File: config.mk
export PLATFORM = sky130hd
export DESIGN_NAME = regfile_scoreboard_flat
export DESIGN_NICKNAME = d
export VERILOG_FILES = /design/src/rtl/regfile_scoreboard_if.sv /design/src/rtl/regfile_scoreboard.sv /design/src/flat_wrapper.sv
export SDC_FILE = /design/constraint.sdc
export NUM_CORES = 2
export LEC_CHECK = 0
export ABC_AREA = 1
export CORE_UTILIZATION = 25
export DETAILED_ROUTE_END_ITERATION = 8
export PLACE_DENSITY = 0.51
export RECOVER_POWER = 50
export SYNTH_ARGS = -nofsm -noshare
export SYNTH_HDL_FRONTEND = slang
export SYNTH_SLANG_ARGS = --single-unit
File: constraint.sdc
create_clock -name CLK -period 60.1 [get_ports CLK]
set_input_delay 12.02 -clock CLK [delete_from_list [all_inputs] [get_ports CLK]]
set_output_delay 12.02 -clock CLK [all_outputs]
set_load 0.01 [all_outputs]
File: src/rtl/regfile_scoreboard_if.sv
// Register file / scoreboard bus.
// Groups the read ports, the writeback port, the issue port and the
// scoreboard outputs of regfile_scoreboard.
//   master : pipeline side (drives addresses, write and issue requests)
//   slave  : register file side (returns read data and busy flags)
interface regfile_scoreboard_if #(
  parameter int XLEN  = 32,
  parameter int NREGS = 32,
  parameter int AW    = 5
);
  logic [AW-1:0]    AddressRs1;
  logic [AW-1:0]    AddressRs2;
  logic [XLEN-1:0]  RFrs1;
  logic [XLEN-1:0]  RFrs2;
  logic             RFWr;
  logic [AW-1:0]    rd;
  logic [XLEN-1:0]  DataWr;
  logic             IssEn;
  logic [AW-1:0]    IssRd;
  logic             rs1_busy;
  logic             rs2_busy;
  logic [NREGS-1:0] busy_vec;

  modport master (
    output AddressRs1, AddressRs2, RFWr, rd, DataWr, IssEn, IssRd,
    input  RFrs1, RFrs2, rs1_busy, rs2_busy, busy_vec
  );

  modport slave (
    input  AddressRs1, AddressRs2, RFWr, rd, DataWr, IssEn, IssRd,
    output RFrs1, RFrs2, rs1_busy, rs2_busy, busy_vec
  );
endinterface

File: src/rtl/regfile_scoreboard.sv
// Integer register file with per-register busy scoreboard.
//   CLK  : system clock, rising edge
//   RST  : asynchronous active-high reset (clears data and busy bits)
//   bus  : regfile_scoreboard_if.slave
//          AddressRs1/2 -> RFrs1/2      combinational reads, x0 reads 0
//          RFWr, rd, DataWr             synchronous write (optional bypass)
//          IssEn, IssRd                 mark destination pending
//          rs1_busy/rs2_busy, busy_vec  RAW hazard flags / raw scoreboard
module regfile_scoreboard #(
  parameter int XLEN   = 32,
  parameter int NREGS  = 32,
  parameter int AW     = 5,
  parameter bit BYPASS = 1'b1
) (
  input logic                  CLK,
  input logic                  RST,
  regfile_scoreboard_if.slave  bus
);

  logic [XLEN-1:0]  regs_q [NREGS];
  logic [NREGS-1:0] busy_q;
  logic [NREGS-1:0] busy_d;
  logic             wr_ok;
  logic             iss_ok;
  logic [XLEN-1:0]  rs1_data;
  logic [XLEN-1:0]  rs2_data;
  logic             rs1_hz;
  logic             rs2_hz;
  logic             byp1;
  logic             byp2;

  // Address names a real, writable register (not x0, below NREGS).
  function automatic logic in_range(input logic [AW-1:0] a);
    return (a != '0) && (32'(a) < 32'(NREGS));
  endfunction

  assign wr_ok  = bus.RFWr  && in_range(bus.rd);
  assign iss_ok = bus.IssEn && in_range(bus.IssRd);

  // Set has priority over clear: a new producer supersedes the retiring one.
  always_comb begin
    busy_d = '0;
    for (int unsigned i = 1; i < NREGS; i++) begin
      if (iss_ok && bus.IssRd == AW'(i))
        busy_d[i] = 1'b1;
      else if (wr_ok && bus.rd == AW'(i))
        busy_d[i] = 1'b0;
      else
        busy_d[i] = busy_q[i];
    end
  end

  // regs_q[0] is only ever reset, so it stays a constant zero.
  always_ff @(posedge CLK or posedge RST) begin
    if (RST) begin
      busy_q <= '0;
      for (int unsigned i = 0; i < NREGS; i++)
        regs_q[i] <= '0;
    end else begin
      busy_q <= busy_d;
      for (int unsigned i = 1; i < NREGS; i++)
        if (wr_ok && bus.rd == AW'(i))
          regs_q[i] <= bus.DataWr;
    end
  end

  assign byp1 = BYPASS && wr_ok && (bus.rd == bus.AddressRs1);
  assign byp2 = BYPASS && wr_ok && (bus.rd == bus.AddressRs2);

  // Reads gated by RST so a bypassed write cannot leak out during reset.
  always_comb begin
    rs1_data = '0;
    rs2_data = '0;
    rs1_hz   = 1'b0;
    rs2_hz   = 1'b0;
    for (int unsigned i = 1; i < NREGS; i++) begin
      if (bus.AddressRs1 == AW'(i)) begin
        rs1_data = regs_q[i];
        rs1_hz   = busy_q[i];
      end
      if (bus.AddressRs2 == AW'(i)) begin
        rs2_data = regs_q[i];
        rs2_hz   = busy_q[i];
      end
    end
    if (byp1) begin
      rs1_data = bus.DataWr;
      rs1_hz   = 1'b0;
    end
    if (byp2) begin
      rs2_data = bus.DataWr;
      rs2_hz   = 1'b0;
    end
    if (RST) begin
      rs1_data = '0;
      rs2_data = '0;
      rs1_hz   = 1'b0;
      rs2_hz   = 1'b0;
    end
  end

  assign bus.RFrs1    = rs1_data;
  assign bus.RFrs2    = rs2_data;
  assign bus.rs1_busy = rs1_hz;
  assign bus.rs2_busy = rs2_hz;
  assign bus.busy_vec = RST ? '0 : busy_q;

endmodule

File: src/flat_wrapper.sv
// flat-port wrapper written by rule: the top's interface ports become plain ports
module regfile_scoreboard_flat 
#(
  parameter int XLEN   = 32,
  parameter int NREGS  = 32,
  parameter int AW     = 5,
  parameter bit BYPASS = 1'b1
)
  (CLK, RST, bus_AddressRs1, bus_AddressRs2, bus_RFWr, bus_rd, bus_DataWr, bus_IssEn, bus_IssRd, bus_RFrs1, bus_RFrs2, bus_rs1_busy, bus_rs2_busy, bus_busy_vec);
  regfile_scoreboard_if #(.XLEN(XLEN), .NREGS(NREGS), .AW(AW)) bus_i ();
  input logic CLK;
  input logic RST;
  input wire logic [$bits(bus_i.AddressRs1)-1:0] bus_AddressRs1;
  input wire logic [$bits(bus_i.AddressRs2)-1:0] bus_AddressRs2;
  input wire logic [$bits(bus_i.RFWr)-1:0] bus_RFWr;
  input wire logic [$bits(bus_i.rd)-1:0] bus_rd;
  input wire logic [$bits(bus_i.DataWr)-1:0] bus_DataWr;
  input wire logic [$bits(bus_i.IssEn)-1:0] bus_IssEn;
  input wire logic [$bits(bus_i.IssRd)-1:0] bus_IssRd;
  output wire logic [$bits(bus_i.RFrs1)-1:0] bus_RFrs1;
  output wire logic [$bits(bus_i.RFrs2)-1:0] bus_RFrs2;
  output wire logic [$bits(bus_i.rs1_busy)-1:0] bus_rs1_busy;
  output wire logic [$bits(bus_i.rs2_busy)-1:0] bus_rs2_busy;
  output wire logic [$bits(bus_i.busy_vec)-1:0] bus_busy_vec;
  assign bus_i.AddressRs1 = bus_AddressRs1;
  assign bus_i.AddressRs2 = bus_AddressRs2;
  assign bus_i.RFWr = bus_RFWr;
  assign bus_i.rd = bus_rd;
  assign bus_i.DataWr = bus_DataWr;
  assign bus_i.IssEn = bus_IssEn;
  assign bus_i.IssRd = bus_IssRd;
  assign bus_RFrs1 = bus_i.RFrs1;
  assign bus_RFrs2 = bus_i.RFrs2;
  assign bus_rs1_busy = bus_i.rs1_busy;
  assign bus_rs2_busy = bus_i.rs2_busy;
  assign bus_busy_vec = bus_i.busy_vec;
  regfile_scoreboard #(.XLEN(XLEN), .NREGS(NREGS), .AW(AW), .BYPASS(BYPASS)) u_core (.CLK(CLK), .RST(RST), .bus(bus_i));
endmodule
==> results.json <==
{
  "run_status": "finished with violations",
  "violations": "max-capacitance violations, max-slew violations",
  "finalPower_mw": 2.03,
  "rows": 171,
  "grt_pass1_wl_mm": 353,
  "cp_slowest_cell": "clkbuf_1",
  "syn2layout_area_growth_pct": 15.3,
  "cts_setup_buffers": 0,
  "placedCellCount": 10500,
  "ctsResizeCount": 0,
  "cts_hold_buf": 0,
  "vias_per_cell": 5.00,
  "drt-total-wl_mm": 243,
  "dpl_worst_slack_ns": 30.81,
  "grt_overflow_total": 0,
  "syn_area_um2": 54700,
  "drt-pass1-iter-count": 9,
  "coreArea_um2": 217000,
  "finalNetCount": 7826,
  "grt_pass1_vias": 49500,
  "fp.dieArea_um2": 221000,
  "cp_cell_sequence": "clkbuf_1 -> clkinvlp_2 -> clkbuf_1 -> clkbuf_1 -> o21ai_0 -> inv_1 -> nand2_1 -> inv_1 -> clkdlybuf4s50_1",
  "ant_nets": 0,
  "initial_core_util_pct": 25.2,
  "min_path_type": "reg -> reg",
  "crit_fanout": 162,
  "period_minus_slack_ns": 36.15,
  "synth_ff_type": "dfrtp_1",
  "critPathKind": "in -> out",
  "p_leak_nw": 28.1,
  "worst_slew_pin_slew_ns": 9.16,
  "synthArstFlopShare_pct": 100,
  "layout_common_cells": "nand2_1 (2,833), o21ai_0 (1,214), dfrtp_1 (1,023)",
  "synth_cell_types": 36,
  "ys_ff_latch": 1023,
  "setup_viol": 0,
  "syn_nets": 7892,
  "final_common_cell": "nand2_1",
  "syn_avg_cell_area_um2": 6.98,
  "dpl.hpwl_mm": 169,
  "power.density_nw_per_um2": 32.2,
  "grt_max_degree": 163,
  "drive_gt1_share_pct": 5.96,
  "fmax_ghz": 0.0277,
  "antenna_found_initial": 6,
  "required_ns": 48.08,
  "gp_congestion": 0.952,
  "setup_tns_ns": 0,
  "via_count": 53600,
  "worst_slack_ns": 23.95,
  "ir_drop_mv": 0.0260,
  "die_y_um": 470,
  "final_max_slew_viol_count": 1515,
  "grt_usage_pct": 21.5,
  "finClkSkew_ns": 0,
  "maxCapViolations": 27,
  "cts_buffers": 119,
  "maxSlewHeadroom_pct": -511,
  "ys_seq_area_share_pct": 46.8,
  "netlist_instances": 7836,
  "io_buffers": 152,
  "rsz0062_at_grt": "no",
  "clock_latency_ns": 0.75,
  "cp_slowest_stage_delay_ns": 5.49,
  "crit_path_frequent_cell": "clkbuf_1",
  "yosys_warnings": 0,
  "cts_root_buffer": "clkbuf_16",
  "max-clock-path-buffers": 3,
  "drt-initial-drc-count": 6520,
  "cts_max_level": 3,
  "endpoint_kind": "output port",
  "wl_per_cell_um": 22.7,
  "fin_hold_ws_ns": 0.505,
  "startpoint_type": "input port",
  "pin_count": 154,
  "die_w_um": 470,
  "drc": 0,
  "critPathArrivalTime_ns": 24.13,
  "synth_edf_count": 0,
  "period_share_pct": 60.1,
  "tritoncts": "built",
  "hold_viol_final": 0,
  "cts_sinks": 1023,
  "stdcell_count": 10700,
  "path_clk_slew_ns": 0.06
}
==> flip-flops by register name (all words and copies together) (netlist names) <==
signal,flops
u_core.busy_q,31
u_core.regs_q,992
==> report_power, final <==
part	total [mW]	switching, mW	internal [mW]	leakage [nW]
clock network	0.763	0.317	0.446	2.02
logic	0.338	0.231	0.107	13.5
registers	0.928	0.0942	0.834	12.5
==> metrics by stage <==
step	util, %	area [µm²]
after global routing	29.0	63100
after global placement	27.3	59200
after floorplan	-	54700
after CTS	29.1	63300
final	29.0	63100
after detailed placement	27.3	59200
==> critical path, delay by kind of cell <==
family / cells / cell delay [ns]
AOI/OAI and AO/OA: 1 / 0.32
and+or+nand+nor: 1 / 0.09
buffers and inverters: 7 / 11.39
==> cell usage after synthesis (2+ instances only) <==
cell type  instances  area share (%)
xor2_1             6           0.096
o211ai_1           4           0.055
buf_2             49            0.45
nand2_2            4           0.046
buf_1             13           0.089
xnor2_1            3           0.048
dfrtp_1         1023              47
o21ai_0         1214              11
clkbuf_1         426             2.9
nor2_4             4           0.082
buf_4              7           0.096
nor3_2             2           0.037
nand4_1          410             4.7
nand3_1          142             1.3
o21a_1            28            0.38
nor3_1            12            0.11
nand2_1         2834              19
inv_2             21            0.14
nor2_2             8           0.092
nand3_2            4           0.073
inv_1            737             5.1
a21oi_1          149             1.4
o21ai_1            7           0.064
o22ai_1            3           0.034
nor2_1           634             4.4
buf_6              3           0.062
nand3b_1           6           0.082
clkinv_1          17            0.12
or2_2             59            0.67
==> final timing paths <==
check / from / endpoint / slack [ns] / depth (start not counted)
max: RST / bus_RFrs1[9] / 23.95 / 9
min: u_core.regs_q[209] / u_core.regs_q[209] / 0.51 / 2
max reg2reg: u_core.busy_q[1] / u_core.busy_q[1] / 59.02 / 2
min reg2reg: u_core.regs_q[209] / u_core.regs_q[209] / 0.51 / 2
max in group asynchronous: RST / u_core.regs_q[333] / 36.12 / 6
min in group asynchronous: RST / u_core.regs_q[376] / 12.61 / 2
==> logic make-up after synthesis <==
family                    count (synthesis)  share of synthesized area (%)
and+or+nand+nor                        4122                           31.1
AOI/OAI and AO/OA                      1408                           13.1
buffers and inverters                  1273                           8.94
DFF                                    1023                           46.8
xor gates and xnor gates                  9                          0.144
other                                     1                        0.00686
==> layer usage <==
| metal | track usage (%) | up-vias | routed length, µm |
|---|---|---|---|
| met5 | 0 | - | 0 |
| met4 | 8.84 | 0 | 10500 |
| met3 | 3.08 | 405 | 19100 |
| met2 | 33.7 | 2533 | 109000 |
| met1 | 29.5 | 25900 | 105000 |
| li1 | - | 24800 | - |
==> layout make-up <==
type                    instances  area (µm²)
diodes                          7        17.5
clock buffers                 172        3510
clock inverters                50         539
fillers                     23600      154000
inverters                     775        2910
multi-input cells            5540       24400
flip-flops and latches       1023       25600
well taps                    2854        3570
repair buffers                311        2570
Power figures use the tool's default switching activity.
